===== src/rtl/muldiv_iter_unit_pkg.sv =====
// muldiv_iter_unit_pkg: shared state/op encodings and constants for the iterative mul/div unit
package muldiv_iter_unit_pkg;
  typedef enum logic [1:0] {IDLE = 2'd0, RUN = 2'd1, FIX = 2'd2} state_e;
  localparam logic OP_MUL = 1'b0;
  localparam logic OP_DIV = 1'b1;
  localparam logic [63:0] DIV0_QUOTIENT = '1;
endpackage


===== src/rtl/muldiv_step.sv =====
// muldiv_step: one shift-add multiply or restoring shift-subtract divide iteration
module muldiv_step #(
  parameter int XLEN = 32
) (
  input  logic [2*XLEN-1:0] acc_i,
  input  logic [XLEN-1:0]   opnd_i,
  input  logic              op_div,
  output logic [2*XLEN-1:0] acc_o
);
  logic [XLEN:0] sum, diff;
  // mul: {hi,lo} with multiplier in lo, add on lsb then shift right; div: {rem,dividend} shift left, subtract if it fits
  always_comb begin
    sum   = {1'b0, acc_i[2*XLEN-1:XLEN]} + (acc_i[0] ? {1'b0, opnd_i} : '0);
    diff  = acc_i[2*XLEN-1:XLEN-1] - {1'b0, opnd_i};
    acc_o = !op_div ? {sum, acc_i[XLEN-1:1]} :
            diff[XLEN] ? {acc_i[2*XLEN-2:0], 1'b0} :
            {diff[XLEN-1:0], acc_i[XLEN-2:0], 1'b1};
  end
endmodule


===== src/rtl/muldiv_iter_unit.sv =====
// muldiv_iter_unit: iterative mul/div owning HI/LO; MULDIV_SIGNED_EN enables signed ops
module muldiv_iter_unit
  import muldiv_iter_unit_pkg::*;
#(
  parameter int XLEN   = 32,
  parameter int UNROLL = 1
) (
  input  logic            clk,
  input  logic            rst,
  input  logic            start,
  input  logic            op_div,
  input  logic            is_signed,
  input  logic [XLEN-1:0] a,
  input  logic [XLEN-1:0] b,
  input  logic            cancel,
  input  logic            hi_we,
  input  logic            lo_we,
  input  logic [XLEN-1:0] wdata,
  output logic [XLEN-1:0] hi,
  output logic [XLEN-1:0] lo,
  output logic            busy,
  output logic            done,
  output logic            div_by_zero
);
  localparam int CW = $clog2(XLEN / UNROLL + 1);
  state_e            state_q, state_d;
  logic [2*XLEN-1:0] acc_q, acc_d, prod;
  logic [XLEN-1:0]   opb_q, opb_d, hi_q, hi_d, lo_q, lo_d, a_mag, b_mag, quo, rem;
  logic [CW-1:0]     cnt_q, cnt_d;
  logic              op_q, op_d, dz_q, dz_d, done_q, done_d, dzo_q, dzo_d, launch;
  logic [2*XLEN-1:0] chain [UNROLL+1];
  assign launch = state_q == IDLE && start && !cancel;
  assign chain[0] = acc_q;
  for (genvar i = 0; i < UNROLL; i++) begin : g_step
    muldiv_step #(.XLEN(XLEN)) u_step (
      .acc_i (chain[i]),
      .opnd_i(opb_q),
      .op_div(op_q),
      .acc_o (chain[i+1])
    );
  end
`ifdef MULDIV_SIGNED_EN
  logic neg_q, neg_d, rneg_q, rneg_d, sa, sb;
  assign sa    = is_signed & a[XLEN-1];
  assign sb    = is_signed & b[XLEN-1];
  assign a_mag = sa ? -a : a;
  assign b_mag = sb ? -b : b;
  assign prod  = neg_q ? -acc_q : acc_q;
  assign quo   = neg_q ? -acc_q[XLEN-1:0] : acc_q[XLEN-1:0];
  assign rem   = rneg_q ? -acc_q[2*XLEN-1:XLEN] : acc_q[2*XLEN-1:XLEN];
  // result sign flags captured at launch: product/quotient sign, remainder follows dividend
  always_comb begin
    neg_d  = launch ? sa ^ sb : neg_q;
    rneg_d = launch ? sa : rneg_q;
  end
  // sign flag registers
  always_ff @(posedge clk or posedge rst)
    if (rst) begin
      neg_q  <= 1'b0;
      rneg_q <= 1'b0;
    end else begin
      neg_q  <= neg_d;
      rneg_q <= rneg_d;
    end
`else
  logic unused_is_signed;
  assign unused_is_signed = is_signed;
  assign a_mag = a;
  assign b_mag = b;
  assign prod  = acc_q;
  assign quo   = acc_q[XLEN-1:0];
  assign rem   = acc_q[2*XLEN-1:XLEN];
`endif
  // control: launch from IDLE, iterate in RUN, commit sign-fixed result in FIX; cancel aborts silently
  always_comb begin
    state_d = state_q;
    acc_d   = acc_q;
    opb_d   = opb_q;
    cnt_d   = cnt_q;
    op_d    = op_q;
    dz_d    = dz_q;
    hi_d    = hi_q;
    lo_d    = lo_q;
    done_d  = 1'b0;
    dzo_d   = 1'b0;
    if (state_q == IDLE) begin
      hi_d = hi_we ? wdata : hi_q;
      lo_d = lo_we ? wdata : lo_q;
      if (launch) begin
        state_d = RUN;
        op_d    = op_div;
        acc_d   = {{XLEN{1'b0}}, op_div ? a_mag : b_mag};
        opb_d   = op_div ? b_mag : a_mag;
        cnt_d   = CW'(XLEN / UNROLL);
        dz_d    = op_div && b == '0;
      end
    end else if (cancel) begin
      state_d = IDLE;
    end else if (state_q == RUN) begin
      acc_d   = chain[UNROLL];
      cnt_d   = cnt_q - CW'(1);
      state_d = cnt_q == CW'(1) ? FIX : RUN;
    end else begin
      state_d = IDLE;
      done_d  = 1'b1;
      dzo_d   = dz_q;
      hi_d    = op_q == OP_DIV ? rem : prod[2*XLEN-1:XLEN];
      lo_d    = op_q == OP_MUL ? prod[XLEN-1:0] : dz_q ? DIV0_QUOTIENT[XLEN-1:0] : quo;
    end
  end
  // state and datapath registers
  always_ff @(posedge clk or posedge rst)
    if (rst) begin
      state_q <= IDLE;
      acc_q   <= '0;
      opb_q   <= '0;
      cnt_q   <= '0;
      op_q    <= 1'b0;
      dz_q    <= 1'b0;
      hi_q    <= '0;
      lo_q    <= '0;
      done_q  <= 1'b0;
      dzo_q   <= 1'b0;
    end else begin
      state_q <= state_d;
      acc_q   <= acc_d;
      opb_q   <= opb_d;
      cnt_q   <= cnt_d;
      op_q    <= op_d;
      dz_q    <= dz_d;
      hi_q    <= hi_d;
      lo_q    <= lo_d;
      done_q  <= done_d;
      dzo_q   <= dzo_d;
    end
  assign hi          = hi_q;
  assign lo          = lo_q;
  assign busy        = state_q != IDLE;
  assign done        = done_q;
  assign div_by_zero = dzo_q;
endmodule


===== config.mk =====
export PLATFORM = sky130hd
export DESIGN_NAME = muldiv_iter_unit
export DESIGN_NICKNAME = d
export VERILOG_FILES = /design/src/rtl/muldiv_iter_unit_pkg.sv /design/src/rtl/muldiv_step.sv /design/src/rtl/muldiv_iter_unit.sv
export SDC_FILE = /design/constraint.sdc
export NUM_CORES = 1
export LEC_CHECK = 0
export ABC_CLOCK_PERIOD_IN_PS = 16830
export CAP_MARGIN = 20
export CORE_ASPECT_RATIO = 0.6
export CORE_MARGIN = 1
export CORE_UTILIZATION = 45
export CTS_CLUSTER_SIZE = 30
export DETAILED_ROUTE_END_ITERATION = 6
export PLACE_DENSITY = 0.68
export SLEW_MARGIN = 20
export SYNTH_ARGS = -nofsm -noshare
export SYNTH_HDL_FRONTEND = slang
export SYNTH_SLANG_ARGS = --single-unit

===== constraint.sdc =====
create_clock -name clk -period 16.83 [get_ports clk]
set_input_delay 3.366 -clock clk [delete_from_list [all_inputs] [get_ports clk]]
set_output_delay 3.366 -clock clk [all_outputs]
set_load 0.01 [all_outputs]

==> metrics.md, run 1 <==
| Metric | Value |
|---|---|
| Ports | `171` |
| ANT nets after route | `0` |
| Total nets after synthesis | `1,666` |
| FMAX | `172.7 MHz` |
| CTS resizes | `0` |
| Slowest stage cell, crit path | `nor2_1` |
| Status | `complete, no violations` |
| Asr flop ratio synth | `1.000` |
| Routed wire per std cell | `21.48 um` |
| Tightest Pin Transition | `between 1000 and 1500 ps` |
| # port buffers | `around 170` |
| Nets | `1,780` |
| Placement Setup Slack | `between 10,000 and 15,000 ps` |
| Via count | `~12k` |
| CP top delay family | `simple AND/OR/NAND/NOR gates` |
| Fillers | `roughly 2.5k` |
| Clock slew at reported path FFs | `70 ps` |
| DPL Wire Length | `between 30,000 and 40,000 um` |
| Chip Height | `about 130 um` |
| Post-Syn Area | `~13,000 um^2` |
| Fin. Hold Viols | `0` |
| Multi-input gate area | `between 7000 and 8000 um^2` |
| Commonest non-fill, non-tap cells in the layout | `dfrtp_1, clkdlybuf4s50_1, nand2_1` |
| Layout cells sized above 1 | `0.06975` |
| Hold_ws | `478.5 ps` |
| Vias/cell | `between 6 and 7` |
| Buffer count from post-CTS setup fixing | `0` |
| Setup ws final | `~11,000 ps` |
| EDFF count, synth | `0` |
| Req. time, crit path | `17,160 ps` |
| Die area | `28,610 um^2` |
| CP Buf/Inv Count | `2` |
| CTS sink count | `172` |
| Final wirelength | `42,540 um` |
| Register cell area after layout | `approximately 4300 um^2` |
| Hold Crit Class | `flip-flop to flip-flop` |
| Clk_skew | `around 16 ps` |
| Initial DRC Count | `1,309` |
| Final Slew Violations | `0` |
| Most used cell, CP | `nor2_1` |
| Setup TNS Final | `0 ps` |
| RSZ-0062 raised after global routing | `false` |
| Clk Latency, worst-skew pair | `between 400 and 500 ps` |
| Clock Root Buffer | `clkbuf_16` |
| Die W | `around 220 um` |
| Vias in the first global route | `approximately 11k` |
| Max VDD drop | `0.07662 mV` |
| Diodes inserted | `0` |
| GRT Total Usage | `0.2987` |
| CP endpoint kind | `flip-flop` |
| Drt pass-1 iters | `6` |
| Core area | `26,940 um^2` |
| Yosys reg bits | `172` |
| Hold buffers post-CTS | `0` |
| Total power | `between 0.002 and 0.003 W` |
| CP max FO | `14` |
| Post-synth top flop | `dfrtp_1` |
| LEAKAGE | `approximately 6.7 nW` |
| CTS tree | `yes` |
| Fin crit share | `0.3441` |
| Critical path cell sequence | `clkdlybuf4s50_1, nor2_1, nand2_1, nor2_1, buf_4, o211ai_1, nor3_1, a211oi_1` |
| Commonest non-fill, non-tap cell in the layout | `dfrtp_1` |
| Clock buffer depth | `2` |
| # DRC | `0` |
| Area Growth Syn to Fin | `19.69%` |
| Post-Syn Instances | `~1.5k` |
| Worst path arrival time | `roughly 6000 ps` |
| Pwr Density | `168.9 nW/um^2` |
| Initial antenna violation count | `0` |
| Avg Cell Area, Syn | `approximately 8.4 um^2` |
| First-pass GRT wire length | `66,210 um` |
| Overflow after GRT | `0` |
| Netlist cell types | `84` |
| Pin count of the biggest net entering global routing | `slightly above 100` |
| Setup violators final | `0` |
| GPL Wtd Cong | `around 0.95` |
| CP startpoint kind | `input pin` |
| Slew margin rel. | `0.3022` |
| Register area share after synthesis | `0.3426` |
| Yosys Warn Count | `0` |
| Row Count | `46` |
| Initial Utilization | `0.4665` |
| H-tree depth | `4` |
| Max Cap Violations | `0` |
| Min cycle time layout | `just under 6000 ps` |
| CP Class | `input pin to flip-flop` |
| Max stage delay on crit path | `around 930 ps` |
| Inserted Clock Buffers | `17` |
-- per-layer routing --
metal	track usage	up-vias	wire length [um]
met5	0	-	0
met4	0.08255	0	902
met3	0.05532	48	3890
met2	0.4301	562	17810
met1	0.4504	5879	19940
li1	-	5655	-
-- metrics by stage --
stage                     instance area, um^2    util  std cells
after global placement                  14500  0.5381       1949
after detailed placement                14500  0.5381       1949
after floorplan                         12560       -       1494
after global routing                    15040  0.5583       1980
final                                   15040  0.5583       1980
after CTS                               15030  0.5581       1980
-- path summary, 6_finish.rpt --
path | to | depth (start not counted) | startpoint | slack, ps
worst min register to register | hi[26]$_DFFE_PP0P_ | 2 | hi[26]$_DFFE_PP0P_ | 480
worst max-delay path | acc_q[57]$_DFFE_PP0P_ | 8 | cancel | 11040
worst min-delay path | hi[26]$_DFFE_PP0P_ | 2 | hi[26]$_DFFE_PP0P_ | 480
max in group asynchronous | opb_q[25]$_DFFE_PP0P_ | 3 | rst | 11760
worst max register to register | acc_q[62]$_DFFE_PP0P_ | 13 | acc_q[0]$_DFFE_PP0P_ | 12430
min in group asynchronous | lo[3]$_DFFE_PP0P_ | 2 | rst | 3490
-- Yosys cell counts, drive strengths merged (22+ instances only) --
cell	number	share of area
o21ai	147	0.059
nand3	42	0.017
nand2	169	0.051
ha	66	0.066
buf	22	0.0083
mux2	31	0.028
o22ai	37	0.018
dfrtp	172	0.34
clkbuf	68	0.020
a21oi	140	0.058
nor2	136	0.041
inv	62	0.019
mux2i	105	0.084
xnor2	31	0.022
-- sequential cells by signal (all words and copies together) (netlist names) --
name	count
op_q	1
div_by_zero	1
cnt_q	6
opb_q	32
hi	32
dz_q	1
lo	32
acc_q	64
done	1
state_q	2
-- cell type report --
class                      count  area share
multi-input combinational   1170      0.5120
sequential                   172      0.2862
timing repair buffer         185      0.1203
tap                          360     0.02995
clock buffer                  18     0.02854
inverter                      62     0.01581
clock inverter                13    0.007155
-- where the power goes --
part / internal (W) / leakage [nW] / switching (W)
clock: 0.000192 / 0.257 / 0.000189
combinational: 0.000600 / 4.28 / 0.000855
sequential: 0.000545 / 2.13 / 0.000158
total: 0.00134 / 6.66 / 0.00120
-- worst register-to-register path, stage by stage, from the launching register on --
cell       delay, ps
dfrtp_1          470
inv_1             90
buf_4            410
nor2_1           100
ha_1             400
a21oi_1          160
o21ai_0          150
a221oi_1         670
a21oi_1          340
o2111ai_1        400
a21boi_1         200
a21oi_2          330
o221ai_1         180
a311o_1          360
-- cells by family (layout without fill, tap and decap cells) --
logic type / Yosys count / count (layout) / synth area share
flip-flops: 172 / 172 / 0.3426
adder cells (fa/ha/maj): 68 / 68 / 0.06891
XOR/XNOR: 51 / 51 / 0.03555
AO/OA/AOI/OAI: 463 / 463 / 0.2286
buffers and inverters: 152 / 278 / 0.04710
AND/OR/NAND/NOR: 452 / 452 / 0.1658
multiplexers: 136 / 136 / 0.1114
Power figures use the tool's default switching activity.
==> run 2: changes to the inputs <==
- ABC_CLOCK_PERIOD_IN_PS: 16830 -> 5500
- clock period: 16.83 -> 5.5 ns (I/O delays scaled with it)
==> metrics.md, run 2 (synthesis results as in run 1) <==
| Metric | Value |
|---|---|
| Pin count of the biggest net entering global routing | `173 (was 101)` |
| CP top delay family | `compound AO/OA/AOI/OAI gates (was simple AND/OR/NAND/NOR gates)` |
| H-tree depth | `4 (unchanged)` |
| Layout cells sized above 1 | `0.07094 (was 0.06975)` |
| Buffer count from post-CTS setup fixing | `0 (unchanged)` |
| Setup ws final | `1140 ps (was 11,040 ps)` |
| LEAKAGE | `6.708 nW (was 6.664 nW)` |
| Largest register FFs | `64 (unchanged)` |
| # port buffers | `169 (unchanged)` |
| Clk Latency, worst-skew pair | `460 ps (about the same)` |
| Fin. Hold Viols | `0 (unchanged)` |
| Die area | `28,610 um^2 (unchanged)` |
| Clock slew at reported path FFs | `80 ps (was 70 ps)` |
| Max Cap Violations | `0 (unchanged)` |
| First-pass GRT wire length | `66,550 um (was 66,210 um)` |
| Hold buffers post-CTS | `0 (unchanged)` |
| Slowest stage cell, crit path | `inv_1 (was nor2_1)` |
| Critical path cell sequence | `inv_1, nor2_1, ha_1, a21oi_1, o21ai_0, a221oi_1, a21oi_1, o2111ai_1, a21boi_1, a21oi_2, o221ai_1, a311o_1 (was clkdlybuf4s50_1, nor2_1, nand2_1, nor2_1, buf_4, o211ai_1, nor3_1, a211oi_1)` |
| RSZ-0062 raised after global routing | `false (unchanged)` |
| FMAX | `between 200 and 250 MHz` |
| CP Class | `flip-flop to flip-flop (was input pin to flip-flop)` |
| Via count | `12.13k (was 12.14k)` |
| Clock buffer depth | `2 (unchanged)` |
| Commonest non-fill, non-tap cells in the layout | `dfrtp_1, clkdlybuf4s50_1, nand2_1 (unchanged)` |
| Row Count | `46 (unchanged)` |
| Placement Setup Slack | `1354 ps (was 10,680 ps)` |
| Initial DRC Count | `1,235 (was 1,309)` |
| Die W | `217.7 um (unchanged)` |
| Hold Path Stages | `2 (unchanged)` |
| RR Startpoint | `acc_q[0]$_DFFE_PP0P_ (unchanged)` |
| Hold path start | `opb_q[12]$_DFFE_PP0P_ (was hi[26]$_DFFE_PP0P_)` |
| Failing checks | `design-rule violations` |
| Fin crit share | `0.7927` |
| Worst R2R End | `acc_q[62]$_DFFE_PP0P_ (unchanged)` |
| Pwr Density | `523.1 nW/um^2 (was 168.9 nW/um^2)` |
| R2R Setup Slk | `1140 ps (was 12,430 ps)` |
| Overflow after GRT | `0 (unchanged)` |
| CP startpoint kind | `flip-flop (was input pin)` |
| Routed wire per std cell | `21.24 um (was 21.48 um)` |
| Final wirelength | `42,070 um (was 42,540 um)` |
| Vias/cell | `6.121 (was 6.133)` |
| CP Buf/Inv Count | `1 (was 2)` |
| CTS sink count | `172 (unchanged)` |
| Inserted Clock Buffers | `17 (unchanged)` |
| Hold_ws | `477.2 ps (was 478.5 ps)` |
| Register-to-Register Path Depth | `12 (was 13)` |
| CTS resizes | `0 (unchanged)` |
| Routed wl met3 | `3714 um (was 3890 um)` |
| Req. time, crit path | `5840 ps (was 17,160 ps)` |
| CP max FO | `20 (was 14)` |
| Clk_skew | `14.40 ps (was 16.35 ps)` |
| Status | `finished, violations left (was complete, no violations)` |
| Tightest Pin Transition | `1040 ps (was 1037 ps)` |
| Diodes inserted | `0 (unchanged)` |
| Hold endpoint | `opb_q[12]$_DFFE_PP0P_ (was hi[26]$_DFFE_PP0P_)` |
| Min cycle time layout | `4360 ps` |
| Wl on met1 | `19,360 um (was 19,940 um)` |
| CTS tree | `yes (unchanged)` |
| Area Growth Syn to Fin | `20.53% (was 19.69%)` |
| Initial Utilization | `0.4665 (unchanged)` |
| Commonest non-fill, non-tap cell in the layout | `dfrtp_1 (unchanged)` |
| CP endpoint kind | `flip-flop (unchanged)` |
| Core area | `26,940 um^2 (unchanged)` |
| Worst path arrival time | `4700 ps (was 6120 ps)` |
| Ports | `171 (unchanged)` |
| # DRC | `1 (was 0)` |
| Setup TNS Final | `0 ps (unchanged)` |
| Setup violators final | `0 (unchanged)` |
| Max stage delay on crit path | `600 ps (was 930 ps)` |
| Chip Height | `131.4 um (unchanged)` |
| WL met2 | `18,080 um (was 17,810 um)` |
| GRT Total Usage | `0.2990 (was 0.2987)` |
| GPL Wtd Cong | `1.006 (was 0.9511)` |
| Hold Crit Class | `flip-flop to flip-flop (unchanged)` |
| Uppermost layer routed | `met4 (unchanged)` |
| ANT nets after route | `0 (unchanged)` |
| DPL Wire Length | `30,880 um (was 31,290 um)` |
| Drt pass-1 iters | `7 (was 6)` |
| Most used cell, CP | `a21oi_1 (was nor2_1)` |
| Slew margin rel. | `0.3003 (was 0.3022)` |
| Clock Root Buffer | `clkbuf_16 (unchanged)` |
| Initial antenna violation count | `0 (unchanged)` |
| Max VDD drop | `0.2463 mV (was 0.07662 mV)` |
| Biggest register | `acc_q (unchanged)` |
| Nets | `1,780 (unchanged)` |
| Final Slew Violations | `0 (unchanged)` |
| Vias in the first global route | `11.43k (was 11.41k)` |
==> run 2: report_power, final <==
group	switching [W]	internal, W
clock network	0.000605	0.000687
registers	0.000480	0.00167
logic	0.00264	0.00184
==> run 2: worst max path at each step <==
stage	start	end	slack (ps)	cells after the start
2_1_floorplan	rst	acc_q[0]$_DFFE_PP0P_	2200	1
3_3_place_gp	acc_q[0]$_DFFE_PP0P_	acc_q[63]$_DFFE_PP0P_	1400	12
3_5_place_dp	acc_q[0]$_DFFE_PP0P_	acc_q[63]$_DFFE_PP0P_	1350	12
4_1_cts	acc_q[0]$_DFFE_PP0P_	acc_q[63]$_DFFE_PP0P_	1320	12
5_1_grt	acc_q[0]$_DFFE_PP0P_	acc_q[57]$_DFFE_PP0P_	910	12
6_report	acc_q[0]$_DFFE_PP0P_	acc_q[62]$_DFFE_PP0P_	1140	12
==> run 2: worst min-delay path, stage by stage (launching register included) <==
cell and delay (ps):
dfrtp_1 340, nand2_1 40, o21ai_0 60
==> run 2: metal layers <==
layer  vias to the layer above  global-route usage
met4                         0             0.09077
li1                       5651                   -
met3                        62             0.04769
met5                         -                   0
met1                      5803              0.4487
met2                       610              0.4356
==> run 2: final cells by class <==
class,count,area (um^2)
sequential,172,4304
inverter,62,236.5
clock buffer,17,425.4
multi-input combinational,1170,7700
fill,2467,11790
timing repair buffer,185,1847
clock inverter,15,181.4
tap,360,450.4
==> run 2: through the flow <==
stage	power (W)	cell area, um^2	instances	utilization
global route	0.008424	15140	1981	0.5622
global placement	0.006416	14530	1949	0.5395
floorplan	0.005104	12570	1494	-
finish	0.007922	15140	1981	0.5622
CTS	0.007825	15140	1981	0.5620
detailed placement	0.006505	14530	1949	0.5395
==> run 3: changes to the inputs <==
- ABC_CLOCK_PERIOD_IN_PS: 5500 -> 4400
- clock period: 5.5 -> 4.4 ns (I/O delays scaled with it)
==> metrics.md, run 3 (synthesis results as in run 1) <==
| Metric | Value |
|---|---|
| Slew margin rel. | `0.3770 (was 0.3003)` |
| Hold Path Stages | `2 (unchanged)` |
| Clock slew at reported path FFs | `80 ps (about the same)` |
| Slowest stage cell, crit path | `o311ai_1 (was inv_1)` |
| Ports | `171 (unchanged)` |
| Final Core Density | `0.5665 (was 0.5622)` |
| Setup TNS Final | `0 ps (unchanged)` |
| Drt pass-1 iters | `6 (was 7)` |
| Vias/cell | `6.065 (was 6.121)` |
| Via count | `12.15k (was 12.13k)` |
| GPL Wtd Cong | `0.9300 (was 1.006)` |
| Initial antenna violation count | `1 (was 0)` |
| Commonest non-fill, non-tap cell in the layout | `dfrtp_1 (unchanged)` |
| Tightest Pin Transition | `934.5 ps (was 1040 ps)` |
| First-pass GRT wire length | `66,100 um (was 66,550 um)` |
| Initial Utilization | `0.4665 (unchanged)` |
| Setup violators final | `0 (unchanged)` |
| LEAKAGE | `6.793 nW (was 6.708 nW)` |
| Hold buffers post-CTS | `0 (unchanged)` |
| P_int | `0.005182 W (was 0.004194 W)` |
| RR Startpoint | `acc_q[0]$_DFFE_PP0P_ (unchanged)` |
| CTS resizes | `0 (unchanged)` |
| Overflow after GRT | `0 (unchanged)` |
| Max VDD drop | `0.2635 mV (was 0.2463 mV)` |
| Max Cap Violations | `0 (unchanged)` |
| Final wirelength | `42,600 um (was 42,070 um)` |
| Most used cell, CP | `nor2_1 (was a21oi_1)` |
| Fillers | `2,442 (was 2,467)` |
| Req. time, crit path | `4740 ps (was 5840 ps)` |
| ANT nets after route | `0 (unchanged)` |
| Die W | `217.7 um (unchanged)` |
| Status | `complete, no violations (was finished, violations left)` |
| CTS sink count | `172 (unchanged)` |
| Max stage delay on crit path | `700 ps (was 600 ps)` |
| Fin. Hold Viols | `0 (unchanged)` |
| H-tree depth | `4 (unchanged)` |
| Pin count of the biggest net entering global routing | `69 (was 173)` |
| Core area | `26,940 um^2 (unchanged)` |
| R2R Setup Slk | `480 ps (was 1140 ps)` |
| # port buffers | `169 (unchanged)` |
| CTS tree | `yes (unchanged)` |
| Clock buffer depth | `2 (unchanged)` |
| Vias in the first global route | `11.54k (was 11.43k)` |
| Area Growth Syn to Fin | `21.44% (was 20.53%)` |
| Die area | `28,610 um^2 (unchanged)` |
| Buffer count from post-CTS setup fixing | `0 (unchanged)` |
| Min cycle time layout | `3921 ps (was 4360 ps)` |
| Commonest non-fill, non-tap cells in the layout | `dfrtp_1, clkdlybuf4s50_1, nand2_1 (unchanged)` |
| Fin crit share | `0.8911 (was 0.7927)` |
| Inserted Clock Buffers | `17 (unchanged)` |
| Clock Root Buffer | `clkbuf_16 (unchanged)` |
| Layout cells sized above 1 | `0.08283 (was 0.07094)` |
| Sequential power share | `0.273 (was 0.271)` |
| Final Slew Violations | `0 (unchanged)` |
| RSZ-0062 raised after global routing | `false (unchanged)` |
| Clk Latency, worst-skew pair | `460 ps (about the same)` |
| FMAX | `255.1 MHz (was 229.4 MHz)` |
| Total power | `0.009816 W (was 0.007922 W)` |
| Clk_skew | `11.75 ps (was 14.40 ps)` |
| GRT Total Usage | `0.2999 (was 0.2990)` |
| Net Switching | `0.004633 W (was 0.003728 W)` |
| Hold Crit Class | `flip-flop to flip-flop (unchanged)` |
| Gate power share | `0.572 (was 0.566)` |
| CP endpoint kind | `flip-flop (unchanged)` |
| Chip Height | `131.4 um (unchanged)` |
| Hold endpoint | `hi[27]$_DFFE_PP0P_ (was opb_q[12]$_DFFE_PP0P_)` |
| Clk pwr share | `0.155 (was 0.163)` |
| Pwr Density | `643.3 nW/um^2 (was 523.1 nW/um^2)` |
| Largest register FFs | `64 (unchanged)` |
| Critical path cell sequence | `inv_1, nor2_1, ha_1, o21ai_0, nor2_1, o311ai_1, a21oi_1, o2111ai_1, a21boi_1, a21oi_2, o221ai_1, a311o_1 (was inv_1, nor2_1, ha_1, a21oi_1, o21ai_0, a221oi_1, a21oi_1, o2111ai_1, a21boi_1, a21oi_2, o221ai_1, a311o_1)` |
| Initial DRC Count | `1,169 (was 1,235)` |
| CP startpoint kind | `flip-flop (unchanged)` |
| Row Count | `46 (unchanged)` |
| Biggest register | `acc_q (unchanged)` |
| Worst R2R End | `acc_q[62]$_DFFE_PP0P_ (unchanged)` |
| # DRC | `0 (was 1)` |
| CP Class | `flip-flop to flip-flop (unchanged)` |
| Routed wire per std cell | `21.27 um (was 21.24 um)` |
| DPL Wire Length | `32,400 um (was 30,880 um)` |
| Nets | `1,801 (was 1,780)` |
| Sw frac | `0.4720 (was 0.4706)` |
| Register-to-Register Path Depth | `12 (unchanged)` |
| Hold path start | `hi[27]$_DFFE_PP0P_ (was opb_q[12]$_DFFE_PP0P_)` |
| Worst path arrival time | `4260 ps (was 4700 ps)` |
| CP max FO | `9 (was 20)` |
==> run 3: per-stage QoR <==
step | cell area, um^2 | hold slack (ps) | worst slack, ps | cells
after floorplan | 12570 | 449.8 | 1298 | 1494
after global placement | 14680 | 461.4 | 661.8 | 1970
after detailed placement | 14680 | 468.7 | 599.0 | 1970
after CTS | 15260 | 484.4 | 574.7 | 2002
after global routing | 15260 | 495.3 | 331.5 | 2002
final | 15260 | 483.0 | 479.3 | 2003
==> run 3: area by class of cell <==
cell class	count	area [um^2]	area share
multi-input cells	1170	7694	0.5042
flip-flops and latches	172	4304	0.2821
well taps	360	450.4	0.02952
inverters	62	236.5	0.01550
diodes	1	2.502	0.0001640
repair buffers	206	1992	0.1305
clock inverters	15	153.9	0.01009
clock buffers	17	425.4	0.02788
==> run 3: worst max path at each step <==
stage,slack (ps),startpoint,to
2_1_floorplan,1300,acc_q[0]$_DFFE_PP0P_,acc_q[62]$_DFFE_PP0P_
3_3_place_gp,660,acc_q[0]$_DFFE_PP0P_,acc_q[62]$_DFFE_PP0P_
3_5_place_dp,600,acc_q[0]$_DFFE_PP0P_,acc_q[62]$_DFFE_PP0P_
4_1_cts,570,acc_q[0]$_DFFE_PP0P_,acc_q[62]$_DFFE_PP0P_
5_1_grt,330,acc_q[0]$_DFFE_PP0P_,acc_q[62]$_DFFE_PP0P_
6_report,480,acc_q[0]$_DFFE_PP0P_,acc_q[62]$_DFFE_PP0P_
==> run 3: power groups by stage <==
stage	registers [W]	logic [W]	clock network, W
after floorplan	0.00255	0.00383	0
after global placement	0.00268	0.00537	0
after detailed placement	0.00269	0.00548	0
after CTS	0.00267	0.00552	0.00154
after global routing	0.00273	0.00613	0.00160
final	0.00268	0.00561	0.00153
==> run 3: routing by layer <==
metal / wire (um) / vias to the layer above / part of all wire / global-route usage
li1: - / 5706 / - / -
met1: 19890 / 5868 / 0.47 / 0.4340
met2: 17890 / 516 / 0.42 / 0.4324
met3: 3833 / 58 / 0.090 / 0.07569
met4: 993 / 0 / 0.023 / 0.09585
met5: 0 / - / 0 / 0
==> run 3: critical path: cells and delay by family (launching register included) <==
kind                       cells  cell delay (ps)
AOI/OAI and AO/OA              8             2570
DFF                            1              440
adders and majority gates      1              320
buffers and inverters          1              310
and+or+nand+nor                2              160
